## src/rtl/td4x_core.sv

```systemverilog
// TD4-style accumulator CPU core: A/B registers, carry flag, output register and PC,
// sequenced by a STOP/RUN/HALTED controller; instruction memory is external and combinational.
module td4x_core #(
    parameter int DW = 4,
    parameter int AW = 4
) (
    input  logic          clk,
    input  logic          RST,
    input  logic          tick,
    input  logic          run,
    input  logic          step,
    output logic [AW-1:0] instr_addr,
    input  logic [DW+3:0] instr_data,
    input  logic [DW-1:0] in_port,
    output logic [DW-1:0] out_port,
    output logic          out_strobe,
    output logic          halted,
    output logic          running,
    output logic [DW-1:0] dbg_a,
    output logic [DW-1:0] dbg_b,
    output logic          dbg_c
);
    typedef enum logic [1:0] {
        ST_STOP   = 2'd0,
        ST_RUN    = 2'd1,
        ST_HALTED = 2'd2
    } state_e;

    localparam logic [3:0] OP_ADD_A   = 4'b0000;
    localparam logic [3:0] OP_MOV_AB  = 4'b0001;
    localparam logic [3:0] OP_IN_A    = 4'b0010;
    localparam logic [3:0] OP_MOV_AI  = 4'b0011;
    localparam logic [3:0] OP_MOV_BA  = 4'b0100;
    localparam logic [3:0] OP_ADD_B   = 4'b0101;
    localparam logic [3:0] OP_IN_B    = 4'b0110;
    localparam logic [3:0] OP_MOV_BI  = 4'b0111;
    localparam logic [3:0] OP_OUT_B   = 4'b1001;
    localparam logic [3:0] OP_OUT_I   = 4'b1011;
    localparam logic [3:0] OP_HLT     = 4'b1101;
    localparam logic [3:0] OP_JNC     = 4'b1110;
    localparam logic [3:0] OP_JMP     = 4'b1111;

    state_e        state_q, state_d;
    logic [DW-1:0] a_q, a_d, b_q, b_d, out_q, out_d;
    logic [AW-1:0] pc_q, pc_d;
    logic          c_q, c_d, strobe_q, strobe_d, step_q, step_d;

    logic [3:0]    op;
    logic [DW-1:0] imm, src, addend;
    logic [DW:0]   sum;
    logic          step_rise, exec;

    assign op        = instr_data[DW+3:DW];
    assign imm       = instr_data[DW-1:0];
    assign step_rise = step & ~step_q;
    assign exec      = ((state_q == ST_RUN) & tick) | ((state_q == ST_STOP) & step_rise);

    // Register moves are additions with a zeroed immediate, so they clear carry too.
    always_comb begin
        src    = '0;
        addend = imm;
        case (op)
            OP_ADD_A:          src = a_q;
            OP_ADD_B:          src = b_q;
            OP_MOV_AB:         begin src = b_q;     addend = '0; end
            OP_OUT_B:          begin src = b_q;     addend = '0; end
            OP_MOV_BA:         begin src = a_q;     addend = '0; end
            OP_IN_A, OP_IN_B:  begin src = in_port; addend = '0; end
            default:           ;
        endcase
        sum = {1'b0, src} + {1'b0, addend};
    end

    always_comb begin
        a_d      = a_q;
        b_d      = b_q;
        out_d    = out_q;
        pc_d     = pc_q;
        c_d      = c_q;
        strobe_d = 1'b0;
        step_d   = step;
        state_d  = state_q;

        case (state_q)
            ST_STOP:   if (run)  state_d = ST_RUN;
            ST_RUN:    if (!run) state_d = ST_STOP;
            ST_HALTED: ;
            default:   state_d = ST_STOP;
        endcase

        if (exec) begin
            pc_d = pc_q + AW'(1);
            c_d  = sum[DW];
            case (op)
                OP_ADD_A, OP_MOV_AB, OP_IN_A, OP_MOV_AI: a_d = sum[DW-1:0];
                OP_MOV_BA, OP_ADD_B, OP_IN_B, OP_MOV_BI: b_d = sum[DW-1:0];
                OP_OUT_B, OP_OUT_I: begin
                    out_d    = sum[DW-1:0];
                    strobe_d = 1'b1;
                end
                OP_JNC: if (!c_q) pc_d = imm[AW-1:0];
                OP_JMP: pc_d = imm[AW-1:0];
                OP_HLT: begin
                    pc_d    = pc_q;
                    c_d     = c_q;
                    state_d = ST_HALTED;
                end
                default: c_d = c_q;
            endcase
        end
    end

    always_ff @(posedge clk) begin
        if (RST) begin
            state_q  <= ST_STOP;
            a_q      <= '0;
            b_q      <= '0;
            out_q    <= '0;
            pc_q     <= '0;
            c_q      <= 1'b0;
            strobe_q <= 1'b0;
            step_q   <= 1'b0;
        end else begin
            state_q  <= state_d;
            a_q      <= a_d;
            b_q      <= b_d;
            out_q    <= out_d;
            pc_q     <= pc_d;
            c_q      <= c_d;
            strobe_q <= strobe_d;
            step_q   <= step_d;
        end
    end

    assign instr_addr = pc_q;
    assign out_port   = out_q;
    assign out_strobe = strobe_q;
    assign halted     = (state_q == ST_HALTED);
    assign running    = (state_q == ST_RUN);
    assign dbg_a      = a_q;
    assign dbg_b      = b_q;
    assign dbg_c      = c_q;
endmodule
```

## config.mk

```make
export PLATFORM = sky130hd
export DESIGN_NAME = td4x_core
export DESIGN_NICKNAME = d
export VERILOG_FILES = /design/src/rtl/td4x_core.sv
export SDC_FILE = /design/constraint.sdc
export NUM_CORES = 1
export LEC_CHECK = 0
export ABC_AREA = 1
export CORE_MARGIN = 3
export CORE_UTILIZATION = 45
export CTS_CLUSTER_SIZE = 25
export DETAILED_ROUTE_END_ITERATION = 6
export GPL_TIMING_DRIVEN = 0
export PLACE_DENSITY_LB_ADDON = 0.08
export SLEW_MARGIN = 20
export SYNTH_ARGS = -nofsm -noshare
export SYNTH_HDL_FRONTEND = slang
export SYNTH_SLANG_ARGS = --single-unit
```

## constraint.sdc

```tcl
create_clock -name clk -period 2.65 [get_ports clk]
set_input_delay 0.53 -clock clk [delete_from_list [all_inputs] [get_ports clk]]
set_output_delay 0.53 -clock clk [all_outputs]
set_load 0.05 [all_outputs]
```

==> results of run 1 <==
-- logic make-up after synthesis --
family / synth area share
flip-flops: 0.3415
AND/OR/NAND/NOR: 0.3699
AO/OA/AOI/OAI: 0.1199
adder cells (fa/ha/maj): 0.06707
XOR/XNOR: 0.02135
buffers and inverters: 0.08027
-- through the flow --
stage	hold slack [ns]	setup WS [ns]	setup TNS (ns)	instance area, um2
detailed placement	0.4736	-0.2908	-1.865	1629
floorplan	0.5074	0.4931	0	1231
finish	0.4971	0.1224	0	1667
global placement	0.4649	-0.3121	-1.809	1629
global route	0.5217	-0.03855	-0.05999	1667
CTS	0.4974	0.02090	0	1657
-- cell usage in the layout (no fill, tap or decap), drive strengths merged --
master	instances
a21oi	14
a31oi	1
buf	2
clkbuf	4
clkdlybuf4s50	36
clkinv	2
dfxtp	21
fa	1
ha	5
inv	18
nand2	47
nand3	20
nand4	2
nor2	35
nor3	2
o211ai	1
o21ai	12
xor2	3
-- worst reg2reg max path, delay by kind of cell, from the launching register on --
| kind | cells | cell delay (ns) |
|---|---|---|
| flops | 1 | 0.35 |
| compound gates | 1 | 0.15 |
| simple gates | 3 | 0.26 |
| fa+ha+maj | 2 | 0.66 |
| xor+xnor | 1 | 0.22 |
-- routing by layer --
layer  GRT usage  share of wire  wire length, um  up-vias
met5           0              0                0        -
li1            -              -                -      683
met1      0.2442           0.42             1333      577
met3     0.02851          0.061              193        7
met4     0.08609          0.017               53        0
met2      0.3270           0.50             1576       40
-- power groups by stage --
stage                     clock, uW  combinational [uW]  sequential, uW
after floorplan                   0                99.9             397
after global placement            0                 222             352
after detailed placement          0                 226             353
after CTS                       168                 227             346
after global routing            183                 249             348
final                           166                 229             346
-- cells in the mapped netlist --
library cell,instances,share of area
buf_6,2,0.018
fa_1,1,0.016
nor3_1,2,0.0081
nand4_1,2,0.010
o21ai_1,2,0.0081
clkbuf_1,1,0.0030
nand2_2,4,0.020
a21oi_1,13,0.053
o211ai_1,1,0.0061
dfxtp_1,21,0.34
a31oi_1,1,0.0051
nand2_4,1,0.0091
nand3_1,20,0.081
ha_1,5,0.051
inv_1,17,0.052
nand2_1,42,0.13
nor2_1,34,0.10
a21oi_2,1,0.0071
clkinv_2,1,0.0041
inv_2,1,0.0030
o21ai_0,10,0.041
xor2_1,3,0.021
nor2_4,1,0.0091
-- state kept, by name, summed over array words and instances (netlist names) --
| register | flops |
|---|---|
| state_q | 2 |
| step_q | 1 |
| dbg_a | 4 |
| dbg_b | 4 |
| out_port | 4 |
| dbg_c | 1 |
| out_strobe | 1 |
| instr_addr | 4 |
-- worst paths after layout --
check	start	endpoint	cells past startpoint
setup / recovery	instr_data[7]	dbg_a[2]	11
hold / removal	out_port[1]	out_port[1]	2
setup reg to reg	dbg_a[0]	dbg_a[2]	7
hold reg to reg	out_port[1]	out_port[1]	2
-- layout make-up --
class                           count  area (um2)  area share
Inverter                           19       72.57     0.04354
Buffer                              3       26.28     0.01577
Clock buffer                        3       22.52     0.01351
Multi-Input combinational cell    143       721.9      0.4332
Clock inverter                      1       5.005    0.003003
Tap cell                           30       37.54     0.02252
Sequential cell                    21       420.4      0.2523
Timing Repair Buffer               36       360.3      0.2162
==> flow_metrics.tcl, run 1 <==
set metrics [dict create \
    cts_sinks 21 \
    clk-insertion-delay-late_ns 0.31 \
    clk_pin_slew_ns 0.13 \
    postCtsHoldBufs 0 \
    portBuffers 36 \
    cp-start-kind "primary input" \
    powerDensity_nw_per_um2 444.3 \
    grt_antenna_before_repair 0 \
    drc 0 \
    cts_resized 0 \
    grt_use_total 0.1939 \
    clkPwrFrac 0.224 \
    die_h_um 58.31 \
    tritoncts "built" \
    hp-class "flip-flop to flip-flop" \
    tightestPinTransition_ns 0.5055 \
    die_w_um 58.31 \
    fin_cells 256 \
    hold_viol 0 \
    routabilityCongestion 0.9520 \
    dieArea_um2 3399 \
    grt_pass1_wl_um 5140 \
    synthCells 186 \
    syn_area_per_cell_um2 6.619 \
    clock_skew_ns 0.003062 \
    cts_made_buffers 3 \
    drive_above_1_share 0.07522 \
    post_cts_buffers 0 \
    initial_core_util 0.4838 \
    drtIter0Drc 54 \
    n_antenna_cell 0 \
    clockRootBuffer "clkbuf_4" \
    dpl.hpwl_um 2485 \
    first_pass_iters 4 \
    path_common_cell "nand3_1" \
    comb_power_share 0.309 \
    cp_num_buf_inv 2 \
    setup_viol 0 \
    worstSetupPathType "primary input to flip-flop" \
    swShare 0.3583 \
    min_period_over_period 0.9538 \
    ios 37 \
    row_count 18 \
    ant_nets 0 \
    peakVddDrop_v 0.0002899 \
    first_global_vias 1246 \
    dp.cells 252 \
    power.net_switching_uw 265.3 \
    overflow 0 \
    core_area_um2 2545 \
    slowest_stage "clkdlybuf4s50_1" \
    synth_cell_types 23 \
    seq_area_frac_synth 0.3415 \
    crit_arrival_ns 2.78 \
    finalNetCount 250 \
    reg2reg_slack_ns 0.96 \
    post-route-util 0.6549 \
    wirelength_um 3156 \
    p_leak_uw 0.0007352 \
    synth-seq-cells 21 \
    via_count 1307 \
    status "finished, final reports clean" \
    report.final.slew_viol_count 0 \
    pwr-share-seq 0.467 \
    cts_buffer_depth 2 \
    htreeDepth 1 \
    cap_violations 0 \
    syn-cell-area_um2 1231 \
    wl_per_cell_um 12.33 \
    crit_chain "clkdlybuf4s50_1 -> nand2_2 -> inv_1 -> nor2_2 -> nand2_1 -> nand3_1 -> ha_1 -> fa_1 -> xor2_2 -> nand3_1 -> a21oi_1" \
    synth_warnings 0 \
    synth_nets 209 \
    crit_required_ns 2.90 \
    area_growth_pct 35.37 \
    fillers 248 \
    cp_max_fo 6 \
    max_stage_delay_ns 0.60 \
    grt_start_max_net_pins 13 \
    worstSetupEndpointType "flip-flop" \
    cp_top_family "buffers and inverters" \
    fmax_ghz 0.3956 \
    slew_headroom 0.6619 \
    period_minus_slack_ns 2.528 \
    via_per_inst 5.105 \
    intPower_uw 475.1 \
    p_total_uw 740.4 \
]
(Power assumes the default switching activity.)
==> inputs of run 2 (changes only) <==
- PLACE_DENSITY: unset -> 0.77
- PLACE_DENSITY_LB_ADDON: 0.08 -> unset
- REMOVE_ABC_BUFFERS: unset -> 1
==> flow_metrics.tcl, run 2 (same netlist as run 1, synthesis figures left out) <==
set metrics [dict create \
    status "finished, final reports clean" \
    via_per_inst 5.257 \
    dp.cells 249 \
    routabilityCongestion 0.9159 \
    grt_start_max_net_pins 15 \
    dpl.hpwl_um 2363 \
    slew_headroom 0.6631 \
    drc 0 \
    ant_nets 0 \
    core_area_um2 2545 \
    crit_start "instr_data[5]" \
    area_growth_pct 34.45 \
    cp_top_family "buffers and inverters" \
    crit_chain "clkdlybuf4s50_1 -> inv_2 -> nand2_1 -> o21ai_1 -> nor2_1 -> ha_1 -> fa_1 -> xor2_2 -> nand3_1 -> a21oi_1" \
    p_leak_uw 0.0007406 \
    cts_sinks 21 \
    hp-class "flip-flop to flip-flop" \
    fmax_ghz 0.3987 \
    postCtsHoldBufs 0 \
    grt_pass1_wl_um 4940 \
    slowest_stage "clkdlybuf4s50_1" \
    finalNetCount 247 \
    powerDensity_nw_per_um2 442.2 \
    final_common_cell "nand2_1" \
    crit_required_ns 2.88 \
    tightestPinTransition_ns 0.5038 \
    cts_buffer_depth 2 \
    drive_above_1_share 0.07623 \
    layout_setup_ws_ns 0.1422 \
    cp-endpoint "dbg_b[2]" \
    fin_cells 253 \
    report.final.slew_viol_count 0 \
    cap_violations 0 \
    cp_num_buf_inv 2 \
    clk-insertion-delay-late_ns 0.31 \
    ios 37 \
    reg2reg_slack_ns 0.98 \
    grt_antenna_before_repair 0 \
    clock_skew_ns 0.01180 \
    period_minus_slack_ns 2.508 \
    cts_made_buffers 3 \
    layout_common_cells "nand2_1 (42), clkdlybuf4s50_1 (34), nor2_1 (32), dfxtp_1 (21), nand3_1 (20)" \
    placed_area_um2 1603 \
    post-route-util 0.6504 \
    post_cts_buffers 0 \
    row_count 18 \
    worstSetupEndpointType "flip-flop" \
    worstSetupPathType "primary input to flip-flop" \
    max_stage_delay_ns 0.49 \
    grt_use_total 0.1826 \
    setup_viol 0 \
    peakVddDrop_v 0.0003935 \
    rr_endpoint "dbg_b[2]" \
    hold_slack_ns 0.4929 \
    first_pass_iters 4 \
    tritoncts "built" \
    wirelength_um 3087 \
    portBuffers 36 \
    wl_per_cell_um 12.20 \
    via_count 1330 \
    n_antenna_cell 0 \
    dieArea_um2 3399 \
    clockRootBuffer "clkbuf_4" \
    die_w_um 58.31 \
    drtIter0Drc 32 \
    fin_area_um2 1655 \
    cp-start-kind "primary input" \
    overflow 0 \
    clk_pin_slew_ns 0.13 \
    rsz0062_at_grt "false" \
    htreeDepth 1 \
    min_period_over_period 0.9464 \
    first_global_vias 1194 \
    cp_max_fo 7 \
    regToRegStartpoint "dbg_b[0]" \
    die_h_um 58.31 \
    initial_core_util 0.4838 \
    hold_viol 0 \
    dp_worst_setup_slack_ns -0.3302 \
    path_depth 10 \
    r2r_cells 7 \
    crit_arrival_ns 2.74 \
]
-- run 2: cell count changes in the layout (fill, tap and decap cells not counted) --
cell / before / now
clkdlybuf4s50_1: 36 / 34
xor2_1: 2 / 1
dlymetal6s2s_1: 0 / 2
clkbuf_1: 1 / 0
xor2_2: 1 / 2
nor2_1: 33 / 32
nor2_2: 1 / 2
buf_6: 2 / 0
-- run 2: final cells by class --
type                       count  area (um2)
tap                           30       37.54
clock inverter                 1       5.005
sequential                    21       420.4
multi-input combinational    143       732.0
inverter                      19       72.57
clock buffer                   3       22.52
fill                         244       889.6
timing repair buffer          36       365.4
-- run 2: repair_timing --
action                                  CTS  global route
resized for setup                         1             6
endpoints found under the setup margin    2             5
hold endpoints to repair                  0             0
cloned                                    0             0
-- run 2: tightest hold or removal path, delay by kind of cell (launching register included) --
kind / cells / cell delay (ns)
compound gates: 1 / 0.05
simple gates: 1 / 0.06
flops: 1 / 0.34
-- run 2: per-layer routing --
metal / up-vias / part of all wire / routed length, um / GRT usage
li1: 672 / - / - / -
met1: 609 / 0.42 / 1306 / 0.2198
met2: 43 / 0.50 / 1535 / 0.3222
met3: 6 / 0.066 / 205 / 0.02851
met4: 0 / 0.013 / 39 / 0.07285
met5: - / 0 / 0 / 0
-- run 2: metrics by stage --
step,TNS (ns),power (uW)
after floorplan,0,490.4
final,0,732.0
after CTS,0,731.3
after global routing,0,768.7
after global placement,-1.739,568.1
after detailed placement,-2.217,570.9
-- run 2: worst min-delay path by stage --
stage                     start           to  slack (ns)  cells after the start
floorplan            state_q[1]   state_q[0]        0.51                      3
global placement    out_port[0]  out_port[0]        0.47                      2
detailed placement  out_port[0]  out_port[0]        0.48                      2
CTS                    dbg_a[2]     dbg_a[2]        0.50                      2
global route           dbg_b[1]     dbg_b[1]        0.52                      2
finish                 dbg_a[2]     dbg_a[2]        0.49                      2
-- run 2: power breakdown --
| group | total, uW | internal, uW | leakage, uW | switching [uW] |
|---|---|---|---|---|
| logic | 224 | 83.5 | 0.000552 | 140 |
| registers | 346 | 331 | 0.000171 | 14.6 |
| clock network | 162 | 56.4 | 0.0000177 | 106 |
